$ cat src/rtl/id_ex_reg_pkg.sv
// Shared types, widths and control-bundle bit positions for the LEGv8 ID/EX stage.
package id_ex_reg_pkg;

  localparam int WORD   = 64;
  localparam int CTRL_W = 9;
  localparam int REG_W  = 5;

  localparam logic [REG_W-1:0] XZR_IDX = 5'd31;

  localparam int CTRL_REGWRITE = 0;
  localparam int CTRL_MEMREAD  = 1;
  localparam int CTRL_MEMWRITE = 2;
  localparam int CTRL_MEMTOREG = 3;
  localparam int CTRL_ALUSRC   = 4;
  localparam int CTRL_ALUOP_LO = 5;
  localparam int CTRL_ALUOP_HI = 6;
  localparam int CTRL_BRANCH   = 7;
  localparam int CTRL_UNCOND   = 8;

  typedef logic [WORD-1:0]   word_t;
  typedef logic [REG_W-1:0]  reg_idx_t;
  typedef logic [CTRL_W-1:0] ctrl_t;

  typedef struct packed {
    logic     valid;
    word_t    pc;
    word_t    rdata1;
    word_t    rdata2;
    word_t    imm;
    reg_idx_t rn;
    reg_idx_t rm;
    reg_idx_t rd;
    ctrl_t    ctrl;
  } ex_bundle_t;

  function automatic logic is_xzr(input reg_idx_t idx);
    return idx == XZR_IDX;
  endfunction

  // XZR reads as zero and discards writes, so it never matches anything.
  function automatic logic idx_match(input reg_idx_t a, input reg_idx_t b);
    return !is_xzr(a) && (a == b);
  endfunction

  // A bubble keeps the data fields but cannot write anything.
  function automatic ex_bundle_t bubble_of(input ex_bundle_t cur);
    ex_bundle_t b;
    b       = cur;
    b.valid = 1'b0;
    b.ctrl  = '0;
    b.rd    = XZR_IDX;
    return b;
  endfunction

endpackage

$ cat src/rtl/id_ex_reg_hazard_detect.sv
// Combinational load-use comparator: a load in EX whose destination feeds the ID instruction.
module hazard_detect
  import id_ex_reg_pkg::*;
(
  input  logic           ex_valid,
  input  logic           ex_memread,
  input  logic [REG_W-1:0] ex_rd,
  input  logic           id_valid,
  input  logic           id_use_rn,
  input  logic           id_use_rm,
  input  logic [REG_W-1:0] id_rn,
  input  logic [REG_W-1:0] id_rm,
  output logic           lu
);

  logic rn_hit;
  logic rm_hit;

  assign rn_hit = id_use_rn && idx_match(ex_rd, id_rn);
  assign rm_hit = id_use_rm && idx_match(ex_rd, id_rm);
  assign lu     = ex_valid && ex_memread && id_valid && (rn_hit || rm_hit);

endmodule

$ cat src/rtl/id_ex_reg.sv
// ID/EX pipeline register with load-use stall/bubble insertion and a saturating bubble counter.
// Define LEGV8_WB_BYPASS_EN to forward the same-cycle write-back value into the captured operands.
module id_ex_reg
  import id_ex_reg_pkg::*;
(
  input  logic              clk,
  input  logic              rst_n,
  input  logic              flush,
  input  logic              hold,
  input  logic              id_valid,
  input  logic [WORD-1:0]   id_pc,
  input  logic [WORD-1:0]   id_rdata1,
  input  logic [WORD-1:0]   id_rdata2,
  input  logic [WORD-1:0]   id_imm,
  input  logic [REG_W-1:0]  id_rn,
  input  logic [REG_W-1:0]  id_rm,
  input  logic [REG_W-1:0]  id_rd,
  input  logic              id_use_rn,
  input  logic              id_use_rm,
  input  logic [CTRL_W-1:0] id_ctrl,
  input  logic              wb_regwrite,
  input  logic [REG_W-1:0]  wb_rd,
  input  logic [WORD-1:0]   wb_data,
  output logic              ex_valid,
  output logic [WORD-1:0]   ex_pc,
  output logic [WORD-1:0]   ex_rdata1,
  output logic [WORD-1:0]   ex_rdata2,
  output logic [WORD-1:0]   ex_imm,
  output logic [REG_W-1:0]  ex_rn,
  output logic [REG_W-1:0]  ex_rm,
  output logic [REG_W-1:0]  ex_rd,
  output logic [CTRL_W-1:0] ex_ctrl,
  output logic              stall,
  output logic [31:0]       bubble_cnt
);

  ex_bundle_t  ex_reg;
  ex_bundle_t  ex_next;
  logic [31:0] bubble_cnt_reg;
  logic [31:0] bubble_cnt_next;
  logic        lu;

  word_t    src_data [2];
  reg_idx_t src_idx  [2];
  word_t    cap_data [2];

  hazard_detect u_hazard_detect (
    .ex_valid   (ex_reg.valid),
    .ex_memread (ex_reg.ctrl[CTRL_MEMREAD]),
    .ex_rd      (ex_reg.rd),
    .id_valid   (id_valid),
    .id_use_rn  (id_use_rn),
    .id_use_rm  (id_use_rm),
    .id_rn      (id_rn),
    .id_rm      (id_rm),
    .lu         (lu)
  );

  assign stall = lu && !flush;

  assign src_data[0] = id_rdata1;
  assign src_data[1] = id_rdata2;
  assign src_idx[0]  = id_rn;
  assign src_idx[1]  = id_rm;

  // The register file writes on the same edge we capture, so its read data is one write stale.
  for (genvar gi = 0; gi < 2; gi++) begin : g_operand
`ifdef LEGV8_WB_BYPASS_EN
    assign cap_data[gi] = (wb_regwrite && idx_match(wb_rd, src_idx[gi])) ? wb_data : src_data[gi];
`else
    assign cap_data[gi] = src_data[gi];
`endif
  end

`ifdef LEGV8_WB_BYPASS_EN
`else
  logic unused_wb;
  assign unused_wb = ^{wb_regwrite, wb_rd, wb_data, src_idx[0], src_idx[1]};
`endif

  always_comb begin
    ex_next         = ex_reg;
    bubble_cnt_next = bubble_cnt_reg;
    if (flush) begin
      ex_next = bubble_of(ex_reg);
    end else if (hold) begin
      ex_next = ex_reg;
    end else if (lu) begin
      ex_next = bubble_of(ex_reg);
      if (bubble_cnt_reg != 32'hFFFF_FFFF) begin
        bubble_cnt_next = bubble_cnt_reg + 32'd1;
      end
    end else begin
      ex_next.valid  = id_valid;
      ex_next.pc     = id_pc;
      ex_next.rdata1 = cap_data[0];
      ex_next.rdata2 = cap_data[1];
      ex_next.imm    = id_imm;
      ex_next.rn     = id_rn;
      ex_next.rm     = id_rm;
      ex_next.rd     = id_rd;
      ex_next.ctrl   = id_ctrl;
    end
  end

  always_ff @(posedge clk or negedge rst_n) begin
    if (!rst_n) begin
      ex_reg         <= '0;
      bubble_cnt_reg <= '0;
    end else begin
      ex_reg         <= ex_next;
      bubble_cnt_reg <= bubble_cnt_next;
    end
  end

  assign ex_valid   = ex_reg.valid;
  assign ex_pc      = ex_reg.pc;
  assign ex_rdata1  = ex_reg.rdata1;
  assign ex_rdata2  = ex_reg.rdata2;
  assign ex_imm     = ex_reg.imm;
  assign ex_rn      = ex_reg.rn;
  assign ex_rm      = ex_reg.rm;
  assign ex_rd      = ex_reg.rd;
  assign ex_ctrl    = ex_reg.ctrl;
  assign bubble_cnt = bubble_cnt_reg;

endmodule

$ cat config.mk
export PLATFORM = sky130hd
export DESIGN_NAME = id_ex_reg
export DESIGN_NICKNAME = d
export VERILOG_FILES = /design/src/rtl/id_ex_reg_pkg.sv /design/src/rtl/id_ex_reg_hazard_detect.sv /design/src/rtl/id_ex_reg.sv
export SDC_FILE = /design/constraint.sdc
export NUM_CORES = 1
export LEC_CHECK = 0
export ABC_CLOCK_PERIOD_IN_PS = 6230
export BUFFER_PORTS_ARGS = -buffer_cell sky130_fd_sc_hd__buf_2
export CAP_MARGIN = 20
export CORE_AREA = 2 2 262 264
export DETAILED_ROUTE_END_ITERATION = 6
export DIE_AREA = 0 0 264 266
export PLACE_DENSITY = 0.42
export SLEW_MARGIN = 20
export SYNTH_ARGS = -nofsm -noshare
export SYNTH_HDL_FRONTEND = slang
export SYNTH_HIERARCHICAL = 1
export SYNTH_SLANG_ARGS = --single-unit
$ cat constraint.sdc
create_clock -name clk -period 6.23 [get_ports clk]
set_input_delay 1.246 -clock clk [delete_from_list [all_inputs] [get_ports clk]]
set_output_delay 1.246 -clock clk [all_outputs]
set_load 0.1 [all_outputs]
After elaboration in Yosys (flattened, before gate mapping)
Cells that the tools add are included.

Register bits after elaboration: 313. Input bits: 357. Logic and storage cells: 35.

Add/sub/neg operators: 1. Equality and inequality tests: 5. Mux-type cells: 3. Bitwise logic cells: 3. Reductions and logical operators: 13.

Operator list (number): 2-to-1 mux 281 bit (3); adder 32 x 1 -> 32 bit (second input constant) (1); != test 32 bit (second input constant) (1); equality test 5 bit (2); logical AND 1 bit (8); equality test 5 bit (second input constant) (1); AND reduction 4 bit (1); inverter 1 bit (3); AND reduction 3 bit (1); zero test 1 bit (2); != test 2 bit (second input constant) (1); logical OR 1 bit (1).

Logic depth before layout (Yosys ltp)
Word-level depth: 9. Gate-level depth with buffers: 10. Gate-level depth less buffers: 9.

Modules after synthesis
Netlist, hierarchy kept.

By module, submodules not included: id_ex_reg (instances 1, cells each 1303, area an instance 12029.0 µm², sequential area each 7832.5 µm²); hazard_detect (instances 1, cells each 18, area an instance 132.6 µm², sequential area each 0.0 µm²).

Least setup slack after synthesis
Ideal clock, no wire load.

Path kind: input port to output port. Start: input id_rn[1]. End: output stall. Data arrival time: 3.377 ns. Setup slack: 1.607 ns. Stages on the path: 5. Cell sequence: xor2_1 > nor4_1 > nand3_1 > a21oi_1 > nor2b_1.

Longest elaborated chain between the ends: 6.

RTL lines: from (decl) (RTL line id_ex_reg.sv:15) `input logic [REG_W-1:0] id_rn,`; equality test 5 bit (RTL line id_ex_reg_pkg.sv:42) `return !is_xzr(a) && (a == b);`; logical AND 1 bit (RTL line id_ex_reg_pkg.sv:42); logical AND 1 bit (RTL line id_ex_reg_hazard_detect.sv:19) `assign rn_hit = id_use_rn && idx_match(ex_rd, id_rn);`; logical OR 1 bit (RTL line id_ex_reg_hazard_detect.sv:21) `assign lu = ex_valid && ex_memread && id_valid && (rn_hit || rm_hit);`; logical AND 1 bit (RTL line id_ex_reg_hazard_detect.sv:21); named net lu (RTL line id_ex_reg.sv:41) `logic lu;`; logical AND 1 bit (RTL line id_ex_reg.sv:59) `assign stall = lu && !flush;`; to (decl) (RTL line id_ex_reg.sv:33) `output logic stall,`.

The timed path passes the listed nets, and every way through them passes these cells.

Worst setup path in the final report
Start: input id_rn[4]. End: output stall.

The elaborated chain is that of the path after synthesis.

==> impl_metrics.toml <==
[detailed_routing]
routedWlPerCell_um = 15.1
dr.pass1.iters = 5
number_of_routed_nets_with_antenna_violations = 0
remaining_drc_errors = 0
drt_first_iter_violations = 528
route.final.wire_length_um = 42600
vias = 10900
routed_via_density = 3.86

[logic_synthesis]
synth_top_area_cell = "dfrtp_1"
ys_ff_latch = 313
synth_area_sq_um = 12200
synthDistinctLibCells = 35
postSynthNetCount = 1679
synth_top_flop_cell = "dfrtp_1"
synth_area_leaders = "dfrtp_1 (64%), nand2_1 (25%), clkbuf_1 (1.8%)"
synthesis.instances = 1321
mean_post_synth_cell_area_sq_um = 9.21
ys_warnings = 6
synth.yosys.seq_area_share = 0.644
post-synth-top-area-fraction = 0.644
synth_enable_flop_cells = 0
postSynth.asyncResetShare = 1.00

[cts]
post_cts_hold_buffer_count = 0
cts_inserted_buffers = 40
clk-insertion-delay-late_ps = 550
cts.sinks = 313
cts_tree = "done"
clk_path_buf_depth = 3
cts_repair_resize_count = 0
clkTransAtPathRegs_ps = 50
cts_root_buffer = "clkbuf_16"
postCtsSetupBuffers = 0
cts_htree_levels = 2

[setup_path]
kind_of_critical_path = "input pin to output pin"
worst-endpoint-required_ps = 4980
path_cells = "buf_2 -> xor2_1 -> nor4_1 -> nand3_1 -> a21oi_1 -> nor2b_1 -> buf_2"
timing.critical_path.fanout_max = 5
worst_path_most_repeated_cell = "buf_2"
cp_data_arrival_time_ps = 2970
cp-start-kind = "input pin"
critical_path.endpoint_type = "output pin"
critical_path_s_slowest_cell = "buf_2"
slowest_stage_delay_cp_ps = 450
r2r_slack_ps = 2870

[final_layout]
final_layout_size_suffix_gt1_frac = 0.351
layout.cells.most_common_list = "nand2_1 (805), buf_2 (599), dfrtp_1 (313), clkbuf_16 (41), xnor2_1 (25)"
syn_to_final_growth_pct = 43.8
leading_cell_type_in_the_layout_fill_and_taps_excluded = "nand2_1"
post-route-util = 0.258
layout.nets = 2272

[power]
combPwrFrac = 0.338
p_per_area_nw_per_um2 = 400
share_clk_of_total_power = 0.323
switching_power_uw = 3060
power_switching_share = 0.437
internal_uw = 3940
p_total_uw = 7000
p_leak_uw = 0.00983
share_seq_of_total_power = 0.339
irDropWorstVdd_uv = 181

[floorplanning]
io_pins = 671
floorplan.initialDensity = 0.180
core_area_sq_um = 67700
die-width_um = 264
floorplan_die_area_sq_um = 70200
die_height_um = 266
placement_rows = 96

[grt]
global_route_wire_length_before_repair_um = 65400
vias_in_the_first_global_route = 11100
grt_start_max_net_pins = 153
initial_antenna_violation_count = 4
total_gr_overflow = 0
grt_usage = 0.118

[flow_run]
max_capacitance_violation_total = 0

[sta]
worst-slew-pin-transition_ps = 1080
setup_repair_after_global_routing_missed_its_margin = "false"
finalHoldViolCount = 0
achievable-frequency_mhz = 237
fin_crit_sh = 0.677
finClkSkew_ps = 25.2
slew-limit-headroom = 0.280
timing_max_transition_violations_final = 0
period_needed_ps = 4220
hold-worst-slack_ps = 466
setup_viol_count_final = 0
final.setup.tns_ps = 0

[place]
number_of_buffer_cells_added_on_primary_ports = 600
post-dp-hpwl_um = 30600
finalWeightedCongestion = 0.804

[min_path]
hp-class = "flip-flop to flip-flop"

[status]
run_status = "finished, final reports clean"
## worst paths after layout
kind,endpoint,start,depth (start not counted)
setup / recovery,stall,id_rn[4],7
hold / removal,ex_rdata1[48],ex_rdata1[48],2
setup reg to reg,bubble_cnt[31],ex_rd[1],9
hold reg to reg,ex_rdata1[48],ex_rdata1[48],2
max in group asynchronous,bubble_cnt[26],rst_n,2
min in group asynchronous,ex_rdata2[33],rst_n,1
## cells in the mapped netlist, drive strengths merged (2+ instances only)
| cell type | instances |
|---|---|
| nand2 | 805 |
| dfrtp | 313 |
| clkbuf | 59 |
| xnor2 | 25 |
| nand3 | 18 |
| nand4 | 18 |
| and3 | 14 |
| xor2 | 14 |
| a22o | 10 |
| nor2 | 6 |
| and4 | 5 |
| o22a | 5 |
| buf | 4 |
| nor3 | 4 |
| nor4 | 4 |
| mux2 | 2 |
| nor2b | 2 |
## power by group through the flow
| stage | logic, uW | registers, uW | clock network, uW |
|---|---|---|---|
| after global routing | 2460 | 2400 | 2440 |
| after global placement | 2380 | 2400 | 0 |
| after detailed placement | 2390 | 2400 | 0 |
| after floorplan | 237 | 4040 | 0 |
| final | 2360 | 2370 | 2260 |
| after CTS | 2390 | 2370 | 2360 |
## metrics by stage
stage / instances / worst slack [ps] / instance area [sq um]
6_report: 2827 / 2010 / 17500
5_1_grt: 2827 / 1900 / 17500
4_1_cts: 2824 / 1980 / 17500
3_5_place_dp: 2754 / 1980 / 16200
3_3_place_gp: 2754 / 1980 / 16200
2_1_floorplan: 1321 / 1610 / 12200
## cell type report
class | instances | area (sq um)
timing repair buffer | 614 | 3190
clock inverter | 6 | 57.6
fill | 7460 | 50300
clock buffer | 64 | 1210
sequential | 313 | 7830
multi-input combinational | 945 | 4090
tap | 882 | 1100
antenna | 3 | 7.51
## logic make-up (layout without fill, tap and decap cells)
logic type	Yosys count	after routing	share of synthesized area
multiplexers	2	2	0.00185
AO/OA/AOI/OAI	21	21	0.0143
adder cells (fa/ha/maj)	1	1	0.00103
flip-flops	313	313	0.644
XOR/XNOR	39	39	0.0281
AND/OR/NAND/NOR	882	882	0.290
buffers and inverters	63	684	0.0207
other	0	3	0
## metal layers
metal,vias to the layer above,part of all wire,global-route usage
li1,5294,-,-
met1,5147,0.42,0.146
met2,393,0.48,0.194
met3,76,0.072,0.0357
met4,0,0.030,0.0421
met5,-,0,0
## worst max-delay path, delay by kind of cell
kind | cells | cell delay [ps]
XOR/XNOR | 1 | 190
AO/OA/AOI/OAI | 1 | 400
buffers and inverters | 2 | 560
AND/OR/NAND/NOR | 3 | 570
No activity file was read; power rests on OpenSTA's default activity.
